**src/rtl/morse_decoder_pkg.sv**
```systemverilog
// == morse_decoder_pkg : shared FSM states, element values and letter pattern table (rev 1.0) ==
`default_nettype none

package morse_decoder_pkg;

  typedef enum logic [1:0] {
    ST_IDLE  = 2'd0,
    ST_MARK  = 2'd1,
    ST_SPACE = 2'd2,
    ST_DRAIN = 2'd3
  } state_t;

  localparam logic c_DOT  = 1'b0;
  localparam logic c_DASH = 1'b1;

  localparam int c_NUM_LETTERS = 8;
  localparam int c_MAX_ELEMS   = 4;

  // Table index is the letter code (A=0 .. H=7); patterns are right-aligned, first element sent in the MSB.
  localparam logic [2:0] c_PAT_LEN [c_NUM_LETTERS] = '{3'd2, 3'd4, 3'd4, 3'd3, 3'd1, 3'd4, 3'd3, 3'd4};
  localparam logic [3:0] c_PAT_SYM [c_NUM_LETTERS] = '{4'b0001, 4'b1000, 4'b1010, 4'b0100,
                                                       4'b0000, 4'b0010, 4'b0110, 4'b0000};

endpackage

`default_nettype wire

```
**src/rtl/morse_pattern_lut.sv**
```systemverilog
// == morse_pattern_lut : (element count, dot/dash bits) -> letter code and hit flag (rev 1.0) ==
`default_nettype none

module morse_pattern_lut
  import morse_decoder_pkg::*;
(
  input  logic [2:0] i_n,
  input  logic [3:0] i_sym,
  output logic [2:0] o_code,
  output logic       o_hit
);

  always_comb begin
    o_code = 3'd0;
    o_hit  = 1'b0;
    for (int i = 0; i < c_NUM_LETTERS; i++) begin
      if ((i_n == c_PAT_LEN[i]) && (i_sym == c_PAT_SYM[i])) begin
        o_code = 3'(i);
        o_hit  = 1'b1;
      end
    end
  end

endmodule

`default_nettype wire

```
**src/rtl/morse_decoder.sv**
```systemverilog
// == morse_decoder : recovers A..H letter codes from a serial Morse lamp line (rev 1.0) ==
`default_nettype none

module morse_decoder
  import morse_decoder_pkg::*;
#(
  parameter int TICK_DIV = 4,
  parameter int CNT_W    = 8
) (
  input  logic       CLOCK_50,
  input  logic       KEY0,
  input  logic       sig_in,
  output logic [2:0] letter,
  output logic       letter_valid,
  output logic       err,
  output logic       busy
);

  localparam logic [CNT_W-1:0] c_ONE      = CNT_W'(1);
  localparam logic [CNT_W-1:0] c_DOT_MAX  = CNT_W'(2 * TICK_DIV);
  localparam logic [CNT_W-1:0] c_MARK_LIM = CNT_W'(4 * TICK_DIV + 1);
  localparam logic [CNT_W-1:0] c_GAP_END  = CNT_W'(2 * TICK_DIV);

  if ((2 ** CNT_W) - 1 <= 4 * TICK_DIV) begin : g_cnt_w_too_small
    $error("morse_decoder: CNT_W too narrow to hold a too-long mark");
  end

  state_t           r_state, w_state_nxt;
  logic             r_sig_r;
  logic [CNT_W-1:0] r_cnt, w_cnt_nxt, w_cnt_inc;
  logic [3:0]       r_sym, w_sym_nxt;
  logic [2:0]       r_n, w_n_nxt;
  logic [2:0]       r_letter, w_letter_nxt;
  logic             r_valid, w_valid_nxt;
  logic             r_err, w_err_nxt;
  logic             w_rise, w_fall, w_elem, w_hit;
  logic [2:0]       w_code;

  assign w_rise    = sig_in & ~r_sig_r;
  assign w_fall    = ~sig_in & r_sig_r;
  assign w_cnt_inc = (r_cnt == '1) ? r_cnt : r_cnt + c_ONE;
  assign w_elem    = (r_cnt <= c_DOT_MAX) ? c_DOT : c_DASH;

  morse_pattern_lut u_lut (
    .i_n    (r_n),
    .i_sym  (r_sym),
    .o_code (w_code),
    .o_hit  (w_hit)
  );

  always_comb begin
    w_state_nxt  = r_state;
    w_cnt_nxt    = r_cnt;
    w_sym_nxt    = r_sym;
    w_n_nxt      = r_n;
    w_letter_nxt = r_letter;
    w_valid_nxt  = 1'b0;
    w_err_nxt    = 1'b0;
    case (r_state)
      ST_IDLE: begin
        if (w_rise) begin
          w_state_nxt = ST_MARK;
          w_cnt_nxt   = c_ONE;
        end
      end
      ST_MARK: begin
        if (sig_in) begin
          if (w_cnt_inc == c_MARK_LIM) begin
            w_err_nxt   = 1'b1;
            w_state_nxt = ST_DRAIN;
            w_cnt_nxt   = '0;
          end else begin
            w_cnt_nxt = w_cnt_inc;
          end
        end else if (w_fall) begin
          // The falling sample is itself the first low clock of the following gap.
          w_cnt_nxt = c_ONE;
          if (r_n == 3'(c_MAX_ELEMS)) begin
            w_err_nxt   = 1'b1;
            w_state_nxt = ST_DRAIN;
          end else begin
            w_sym_nxt   = {r_sym[2:0], w_elem};
            w_n_nxt     = r_n + 3'd1;
            w_state_nxt = ST_SPACE;
          end
        end
      end
      ST_SPACE: begin
        if (w_rise) begin
          w_state_nxt = ST_MARK;
          w_cnt_nxt   = c_ONE;
        end else if (r_cnt == c_GAP_END) begin
          w_letter_nxt = w_hit ? w_code : r_letter;
          w_valid_nxt  = w_hit;
          w_err_nxt    = ~w_hit;
          w_state_nxt  = ST_IDLE;
          w_sym_nxt    = '0;
          w_n_nxt      = '0;
          w_cnt_nxt    = '0;
        end else begin
          w_cnt_nxt = w_cnt_inc;
        end
      end
      ST_DRAIN: begin
        if (sig_in) begin
          w_cnt_nxt = '0;
        end else if (r_cnt == c_GAP_END) begin
          w_state_nxt = ST_IDLE;
          w_sym_nxt   = '0;
          w_n_nxt     = '0;
          w_cnt_nxt   = '0;
        end else begin
          w_cnt_nxt = w_cnt_inc;
        end
      end
      default: begin
        w_state_nxt = ST_IDLE;
      end
    endcase
  end

  always_ff @(posedge CLOCK_50) begin
    if (!KEY0) begin
      r_state  <= ST_IDLE;
      r_sig_r  <= 1'b0;
      r_cnt    <= '0;
      r_sym    <= '0;
      r_n      <= '0;
      r_letter <= '0;
      r_valid  <= 1'b0;
      r_err    <= 1'b0;
    end else begin
      r_state  <= w_state_nxt;
      r_sig_r  <= sig_in;
      r_cnt    <= w_cnt_nxt;
      r_sym    <= w_sym_nxt;
      r_n      <= w_n_nxt;
      r_letter <= w_letter_nxt;
      r_valid  <= w_valid_nxt;
      r_err    <= w_err_nxt;
    end
  end

  assign letter       = r_letter;
  assign letter_valid = r_valid;
  assign err          = r_err;
  assign busy         = (r_state != ST_IDLE);

endmodule

`default_nettype wire
```
**config.mk**
```make
export PLATFORM = sky130hd
export DESIGN_NAME = morse_decoder
export DESIGN_NICKNAME = d
export VERILOG_FILES = /design/src/rtl/morse_decoder_pkg.sv /design/src/rtl/morse_pattern_lut.sv /design/src/rtl/morse_decoder.sv
export SDC_FILE = /design/constraint.sdc
export NUM_CORES = 1
export LEC_CHECK = 0
export BUFFER_PORTS_ARGS = -buffer_cell sky130_fd_sc_hd__buf_2
export CAP_MARGIN = 20
export CORE_ASPECT_RATIO = 0.7
export CORE_MARGIN = 2
export CORE_UTILIZATION = 54
export DETAILED_ROUTE_END_ITERATION = 12
export PLACE_DENSITY = 0.75
export SLEW_MARGIN = 40
export SYNTH_ARGS = -nofsm -noshare
export SYNTH_HDL_FRONTEND = slang
export SYNTH_SLANG_ARGS = --single-unit
```
**constraint.sdc**
```tcl
create_clock -name CLOCK_50 -period 2 [get_ports CLOCK_50]
set_input_delay 0.1 -clock CLOCK_50 [delete_from_list [all_inputs] [get_ports CLOCK_50]]
set_output_delay 0.1 -clock CLOCK_50 [all_outputs]
set_load 0.05 [all_outputs]
```
After elaboration in Yosys (flattened, before gate mapping)

Index checks and enable logic that the tools add are counted.
W data, S select, Z words.

Flip-flop bits (word level): 23
Input bits: 3

$lt $le $gt $ge: 1
Add/subtract/negate cells: 2
Reductions and logical operators: 17
Bitwise operators: 9
Eq/ne operators: 24
Multiplexer cells: 55

Operator list:

| kind                  | number |
|---|---|
| $mux W8               | 8 |
| $pmux W8 S4           | 1 |
| $mux W3               | 10 |
| $mux W4               | 6 |
| $mux W2               | 9 |
| $mux W1               | 17 |
| $ne A2 B2 Y1 const B  | 6 |
| $pmux W4 S3           | 1 |
| $pmux W3 S3           | 1 |
| $add A8 B1 Y8 const B | 1 |
| $eq A4 B3 Y1 const B  | 2 |
| $eq A4 B4 Y1 const B  | 2 |
| $eq A8 B4 Y1 const B  | 1 |
| $eq A8 B5 Y1 const B  | 1 |
| $eq A8 B8 Y1 const B  | 1 |
| $le A8 B4 Y1 const B  | 1 |
| $logic_and A1 B1 Y1   | 8 |
| $pmux W2 S4           | 1 |
| $reduce_and A4 Y1     | 2 |
| $not A1 Y1            | 7 |
| $eq A3 B2 Y1 const B  | 2 |
| $ne A3 B3 Y1 const B  | 2 |
| $reduce_and A6 Y1     | 1 |
| $eq A2 B2 Y1 const B  | 2 |
| other kinds (14)      | 15 |

Logic depth before layout (Yosys ltp)

Gate-level depths: netlist of run 1.

Depth after elaboration: 14
Mapped depth: 9
Gate-level depth less buffers: 8

Hierarchy

Synthesis of run 1 repeated with hierarchy kept, for this count alone.

Cell total of the unflattened synthesis: 214
Area total of the unflattened synthesis: 1,712.9 um2

Modules (own cells, without submodules):

| module            | area an instance (um2) | times used | cells each |
|---|---|---|---|
| morse_decoder     | 1,526.5                | 1          | 187 |
| morse_pattern_lut | 186.4                  | 1          | 27 |

Least setup slack after synthesis of run 1

Ideal clock, no wire load.

Kind: register to register
Start: reg r_cnt[0]
End: reg r_state[0]
Slack: 0.011 ns
Arrival time: 1.905 ns
Data required time: 1.916 ns
Stages on the path, launching flop included: 8
Path buffers: 0
Clock period less this slack: 1.989 ns
Cells stage by stage: dfxtp_1 -> ha_1 -> nand2_2 -> or4_4 -> a211oi_2 -> a21oi_2 -> nand2b_4 -> o31ai_2

Cells in the longest elaborated chain, start to end: 5
Elaborated cells between the ends (all ways): 11

RTL lines:

| element                                              | line                 | text |
|---|---|---|
| start: declaration                                   | morse_decoder.sv:30  | `logic [CNT_W-1:0] r_cnt, w_cnt_nxt, w_cnt_inc;` |
| start signal: assignment                             | morse_decoder.sv:135 | `r_cnt <= w_cnt_nxt;` |
| $add A8 B1 Y8 / $eq A8 B8 Y1 (equally long branches) | morse_decoder.sv:41  | `assign w_cnt_inc = (r_cnt == '1) ? r_cnt : r_cnt + c_ONE;` |
| $mux W8                                              | morse_decoder.sv:41  |  |
| $eq A8 B5 Y1                                         | morse_decoder.sv:68  | `if (w_cnt_inc == c_MARK_LIM) begin` |
| $ne A3 B3 Y1 (no source line)                        | -                    |  |
| $reduce_and A4 Y1 (no source line)                   | -                    |  |
| end signal: assignment                               | morse_decoder.sv:133 | `r_state <= w_state_nxt;` |
| end: declaration                                     | morse_decoder.sv:28  | `state_t r_state, w_state_nxt;` |

Several ways; a longest one is shown, not always the timed one. The select of a mux whose other input is x is not followed.
A chain may end at the register's enable or synchronous reset.

Worst setup path after layout of run 1

Start: reg r_cnt[0]
End: reg r_cnt[1]

Cells in the longest elaborated chain, start to end: 6
Elaborated cells between the ends (all ways): 11

RTL lines:

| element                                              | line                | text |
|---|---|---|
| $add A8 B1 Y8 / $eq A8 B8 Y1 (equally long branches) | morse_decoder.sv:41 |  |
| $mux W8                                              | morse_decoder.sv:41 |  |
| $eq A8 B5 Y1                                         | morse_decoder.sv:68 |  |
| $mux W8                                              | morse_decoder.sv:68 |  |
| $mux W8                                              | morse_decoder.sv:67 | `if (sig_in) begin` |
| $pmux W8 S4 *                                        | morse_decoder.sv:59 | `case (r_state)` |

Mark *: on every way between the ends. The rest lies on a longest branch, timed or not.

==> results.toml, run 1 <==
[finish]
post-route-util_pct = 72.4
final_cell_mix = "buf_4 (26), a21oi_1 (20), nand3_1 (20)"
area_growth_pct = 25.9
multi_input_area_um2 = 1180
diodes = 0
layout_commonest_cell = "buf_4"
fin_nets = 258
regArea_um2 = 478
final_cells = 279
drive_above_1_share_pct = 32.9
num-fill-cells = 200

[place]
port_buffers = 8
dp_cells = 271
place.gp.congestion = 1.01
dpl.hpwl_um = 3160

[timing]
worstMarginPinSlew_ps = 378
fin_hold_ws_ps = 197
rsz0062_at_grt = "yes"
hold_violations = 0
layout_worst_path_cycle_share_pct = 100
relSlewSlack_pct = 74.5
setup_viol = 1
clock_skew_ps = 7.94
maxSlewViolCount = 0
period_minus_slack_ps = 2000
timing.final.ws_setup_ps = -2.36
fmax_mhz = 499

[worst_setup_path]
worst-setup-path-type = "reg2reg"
end_kind = "flip-flop"
r2r_start = "r_cnt[0]$_SDFFE_PN0P_"
r2r_cells = 9
worstPathMaxFanout = 5
setup.worst_path.start = "r_cnt[0]$_SDFFE_PN0P_"
r2r_end = "r_cnt[1]$_SDFFE_PN0P_"
start_kind = "flip-flop"
cp-endpoint = "r_cnt[1]$_SDFFE_PN0P_"
cp.arrival_ps = 2210
cp.required_ps = 2200
r2r_slack_ps = -2

[status]
violations = "setup timing"
outcome = "finished, violations left"

[clock_tree]
clk_pin_slew_ps = 90
clock_latency_ps = 280
cts_tree = "built"
cts_made_buffers = 3
cts_root_buf = "clkbuf_8"
clkSinkCount = 23
htreeDepth = 1
hold_buffers = 0
clock_path_buffers = 2

[yosys]
synth_top_area_share_pct = 28.2
yosys_warnings = 0
synth_nets = 227
synthCells = 213
async_flop_share_pct = 0
ys_seq_elements = 23
ys_types = 50
synth.area.top_cells = "dfxtp_1 (28%), ha_1 (8.4%), a21oi_1 (6.7%)"
synth_ff_type = "dfxtp_1"
netlist_area_um2 = 1640
synth_area_leader_cell = "dfxtp_1"
synth_area_per_cell_um2 = 7.68
seq_area_frac_synth_pct = 28.2
synth_edf_count = 0

[drt]
wl_per_cell_um = 16.2
vias_per_cell = 6.33
wirelength_um = 4510
drt_iter0_markers = 327
vias = 1766
ant_nets = 0
drcViolationCount = 0
first_pass_iters = 5

[grt]
grt_start_max_net_pins = 16
grt_first_pass_wirelength_um = 7250
overflow = 0
grtUsageTotal_pct = 25.9
antenna_found_initial = 0
grt_pass1_vias = 1549

[floorplanning]
row_count = 16
core_area_um2 = 2840
die_area_um2 = 3490
die_height_um = 50.0
ioPinCount = 9
start_util_pct = 57.5
die_w_um = 69.8

[worst_hold_path]
hp-class = "in2reg"

[power_and_ir_drop]
power_mw = 1.77
powerDensity_nw_per_um2 = 859
p_leak_nw = 0.791
vdd_drop_max_mv = 0.560

[job]
drv_cap = 0
[logic make-up after synthesis]
kind of cell	Yosys count	synth area share (%)
fa+ha+maj	11	8.42
simple gates	86	28.3
xor+xnor	2	1.07
buf+inv	23	6.12
flops	23	28.2
mux	6	3.67
compound gates	62	24.3
[synthesized netlist by cell type, types with 2 or more instances]
master,instances
dfxtp_1,23
a21oi_1,22
nand3_1,20
nor2_1,17
o21ai_0,15
nand2_1,14
inv_1,13
ha_1,11
nand2b_1,7
mux2i_1,6
clkbuf_1,5
nor3_1,4
a21o_1,3
buf_4,3
nor2b_1,3
or2_2,3
a211oi_2,2
a21oi_2,2
a31oi_1,2
and3_1,2
buf_2,2
nand4_1,2
o211ai_1,2
o32ai_1,2
or4b_1,2
xnor2_1,2
[sequential cells by signal, indices dropped and copies added (netlist names)]
| signal | cells |
|---|---|
| r_sig_r | 1 |
| letter | 3 |
| r_cnt | 8 |
| r_n | 3 |
| err | 1 |
| letter_valid | 1 |
| r_state | 2 |
| r_sym | 4 |
[stage by stage]
| stage | worst slack [ps] | TNS (ps) | cell area [um2] |
|---|---|---|---|
| 4_1_cts | 7.85 | 0 | 1970 |
| 3_5_place_dp | -151 | -611 | 1850 |
| 6_report | -2.36 | -2.36 | 2060 |
| 2_1_floorplan | 10.9 | 0 | 1640 |
| 5_1_grt | -68.2 | -380 | 2060 |
| 3_3_place_gp | -35.5 | -63.0 | 1850 |
[report_power, final]
group          internal (mW)  switching, mW  leakage, nW
combinational          0.397          0.501        0.574
clock                  0.140          0.166       0.0255
sequential             0.507         0.0561        0.191
[routing by layer]
metal	GRT usage [%]	vias up	wire length, um	part of all wire, %
met2	42.2	99	2020	45
met5	0	-	0	0
met1	35.8	827	2020	45
met3	5.52	17	377	8.4
met4	4.49	0	92	2.0
li1	-	823	-	-
[layout make-up]
type | count | area share, %
clock inverters | 1 | 0.243
multi-input cells | 167 | 57.4
well taps | 36 | 2.19
inverters | 13 | 2.37
clock buffers | 3 | 2.01
repair buffers | 36 | 12.5
flip-flops and latches | 23 | 23.2
[what timing repair did]
| action | 4_1_cts | 5_1_grt |
|---|---|---|
| gates cloned | 0 | 1 |
| pin swaps | 5 | 13 |
| setup buffers | 2 | 1 |
| endpoints found under the setup margin | 13 | 17 |
| resized for setup | 15 | 26 |
| hold endpoints to repair | 0 | 0 |
[worst min-delay path by stage]
stage | startpoint | to | cells past startpoint
finish | KEY0 | r_state[1]$_SDFFE_PN0P_ | 3
global route | KEY0 | r_state[1]$_SDFFE_PN0P_ | 3
CTS | sig_in | r_sig_r$_SDFF_PN0_ | 3
detailed placement | letter[2]$_SDFFE_PN0P_ | letter[2]$_SDFFE_PN0P_ | 2
global placement | letter[1]$_SDFFE_PN0P_ | letter[1]$_SDFFE_PN0P_ | 2
floorplan | KEY0 | r_cnt[3]$_SDFFE_PN0P_ | 2
[worst max-delay path: stages, from the launching register on]
cell and delay [ps]:
dfxtp_4 380, inv_2 30, ha_1 190, nor2b_4 130, a311o_1 350, buf_4 160
a211oi_4 270, buf_6 160, nand3_1 70, a31oi_1 170
No activity file was read; power rests on OpenSTA's default activity.
==> run 2, diff against run 1 <==
--- a/config.mk
+++ b/config.mk
@@ -9,9 +9,10 @@
 export CAP_MARGIN = 20
 export CORE_ASPECT_RATIO = 0.7
 export CORE_MARGIN = 2
-export CORE_UTILIZATION = 54
+export CORE_UTILIZATION = 57
+export CTS_BUF_LIST = sky130_fd_sc_hd__clkbuf_2 sky130_fd_sc_hd__clkbuf_4 sky130_fd_sc_hd__clkbuf_8
 export DETAILED_ROUTE_END_ITERATION = 12
-export PLACE_DENSITY = 0.75
+export PLACE_DENSITY = 0.78
 export SLEW_MARGIN = 40
 export SYNTH_ARGS = -nofsm -noshare
 export SYNTH_HDL_FRONTEND = slang
==> run 2 against run 1 <==
Against the previous run: the flow still finishes with violations (setup timing); non-clock buffer count is 5 lower; sequential cell count stayed put; first-iteration DRC count down 22%; die area fell by 4.9%; global-route usage grew 3.7 points; register-to-register slack lost 110 ps; wire length up 12%; design area down 0.97%; highest routed layer unchanged.
==> results.toml, run 2 (synthesis gave the netlist of run 1 again) <==
[floorplanning]
die_height_um = 48.8
die_area_um2 = 3320
ioPinCount = 9
row_count = 16
core_area_um2 = 2760
start_util_pct = 59.2
die_w_um = 68.0

[worst_setup_path]
worstPathMaxFanout = 5
r2r_cells = 9
cp.required_ps = 2170
path_cells = "inv_1, ha_1, nor2b_1, a311o_1, buf_6, a211oi_4, buf_4, a21oi_1, o21ai_0"
r2r_slack_ps = -110
end_kind = "flip-flop"
r2r_start = "r_cnt[0]$_SDFFE_PN0P_"
r2r_end = "r_cnt[7]$_SDFFE_PN0P_"
worst-setup-path-type = "reg2reg"
start_kind = "flip-flop"
cp.arrival_ps = 2280
slowest_stage = "dfxtp_4"
critPathMaxStageDelay_ps = 370

[job]
drv_cap = 0

[drt]
ant_nets = 0
vias = 1782
drcViolationCount = 0
vias_per_cell = 6.50
wirelength_um = 5040
drt_iter0_markers = 256
wl_per_cell_um = 18.4
first_pass_iters = 7

[clock_tree]
cts_root_buf = "clkbuf_8"
htreeDepth = 1
clk_pin_slew_ps = 80
clock_path_buffers = 2
clock_latency_ps = 270
clkSinkCount = 23
cts_tree = "built"
cts_made_buffers = 3
hold_buffers = 0

[grt]
grt_start_max_net_pins = 17
overflow = 0
grt_first_pass_wirelength_um = 7560
grtUsageTotal_pct = 29.6
antenna_found_initial = 0
grt_pass1_vias = 1648

[finish]
reg.largest.list = "r_cnt (8), r_sym (4)"
final_cells = 274
fin_nets = 253
drive_above_1_share_pct = 32.4
area_growth_pct = 24.6
largest_register = "r_cnt"
largest_reg_flops = 8
diodes = 0
final_cell_mix = "a21oi_1 (20), buf_4 (20), nand3_1 (19)"

[timing]
worstMarginPinSlew_ps = 584
fmax_mhz = 473
layout_worst_path_cycle_share_pct = 106
timing.final.ws_setup_ps = -114
setup_tns_ps = -114
hold_violations = 0
rsz0062_at_grt = "yes"
period_minus_slack_ps = 2110
maxSlewViolCount = 0
relSlewSlack_pct = 61.0
clock_skew_ps = 5.11
setup_viol = 1

[worst_hold_path]
hold-path-endpoint = "r_cnt[5]$_SDFFE_PN0P_"
holdPathStages = 3
hp-start = "KEY0"
hp-class = "in2reg"

[place]
place.gp.congestion = 0.983
port_buffers = 8
dp_cells = 266
dpl.hpwl_um = 3140

[status]
violations = "setup timing"
outcome = "finished, violations left"

[power_and_ir_drop]
p_leak_nw = 0.764
powerDensity_nw_per_um2 = 895
vdd_drop_max_mv = 0.719
[run 2: critical path, delay by kind of cell (launching register included)]
family,cells,cell delay (ps)
adders and majority gates,1,180
AOI/OAI and AO/OA,4,910
DFF,1,370
buffers and inverters,3,400
and+or+nand+nor,1,160
[run 2: cell type report]
class	count	area (um2)
multi-input combinational	167	1190
clock buffer	4	48.8
fill	192	724
tap	36	45.0
timing repair buffer	31	224
inverter	13	48.8
sequential	23	480
[run 2: per-stage QoR]
step           worst slack, ps  instance area, um2  utilization, %  total power [mW]  hold slack [ps]
4_1_cts                  -3.11                1920            69.4              1.67              208
2_1_floorplan             10.9                1640               -              1.06              248
3_5_place_dp              -118                1810            65.6              1.32              480
5_1_grt                   -145                2040            73.8              1.93              234
3_3_place_gp             -40.8                1810            65.6              1.28              467
6_report                  -114                2040            73.8              1.82              202
[run 2: metal layers]
metal  global-route usage (%)  routed length (um)  part of all wire, %  up-vias
li1                         -                   -                    -      808
met1                     40.6                1960                   39      815
met2                     46.4                2370                   47      124
met3                     6.47                 557                   11       35
met4                     8.33                 146                  2.9        0
met5                        0                   0                    0        -
[run 2: worst max path at each step]
stage	start	endpoint	slack, ps	depth (start not counted)
final	r_cnt[0]$_SDFFE_PN0P_	r_cnt[7]$_SDFFE_PN0P_	-110	9
after global routing	r_cnt[0]$_SDFFE_PN0P_	r_cnt[7]$_SDFFE_PN0P_	-150	9
after CTS	r_cnt[0]$_SDFFE_PN0P_	r_state[0]$_SDFFE_PN0P_	-3	7
after detailed placement	r_cnt[0]$_SDFFE_PN0P_	r_cnt[4]$_SDFFE_PN0P_	-120	8
after global placement	r_cnt[0]$_SDFFE_PN0P_	r_cnt[4]$_SDFFE_PN0P_	-40	8
after floorplan	r_cnt[0]$_SDFFE_PN0P_	r_state[0]$_SDFFE_PN0P_	10	7
[run 2: where the power goes]
part | total, mW | internal [mW] | switching [mW] | leakage, nW
registers | 0.561 | 0.510 | 0.0510 | 0.192
clock network | 0.311 | 0.156 | 0.155 | 0.0262
logic | 0.951 | 0.404 | 0.547 | 0.546
total | 1.82 | 1.07 | 0.753 | 0.764
[run 2: timing repair]
action | in CTS | in global routing
setup endpoints to repair | 19 | 21
resized for setup | 9 | 36
buffers inserted | 3 | 0
cloned | 0 | 1
pin swaps | 4 | 13
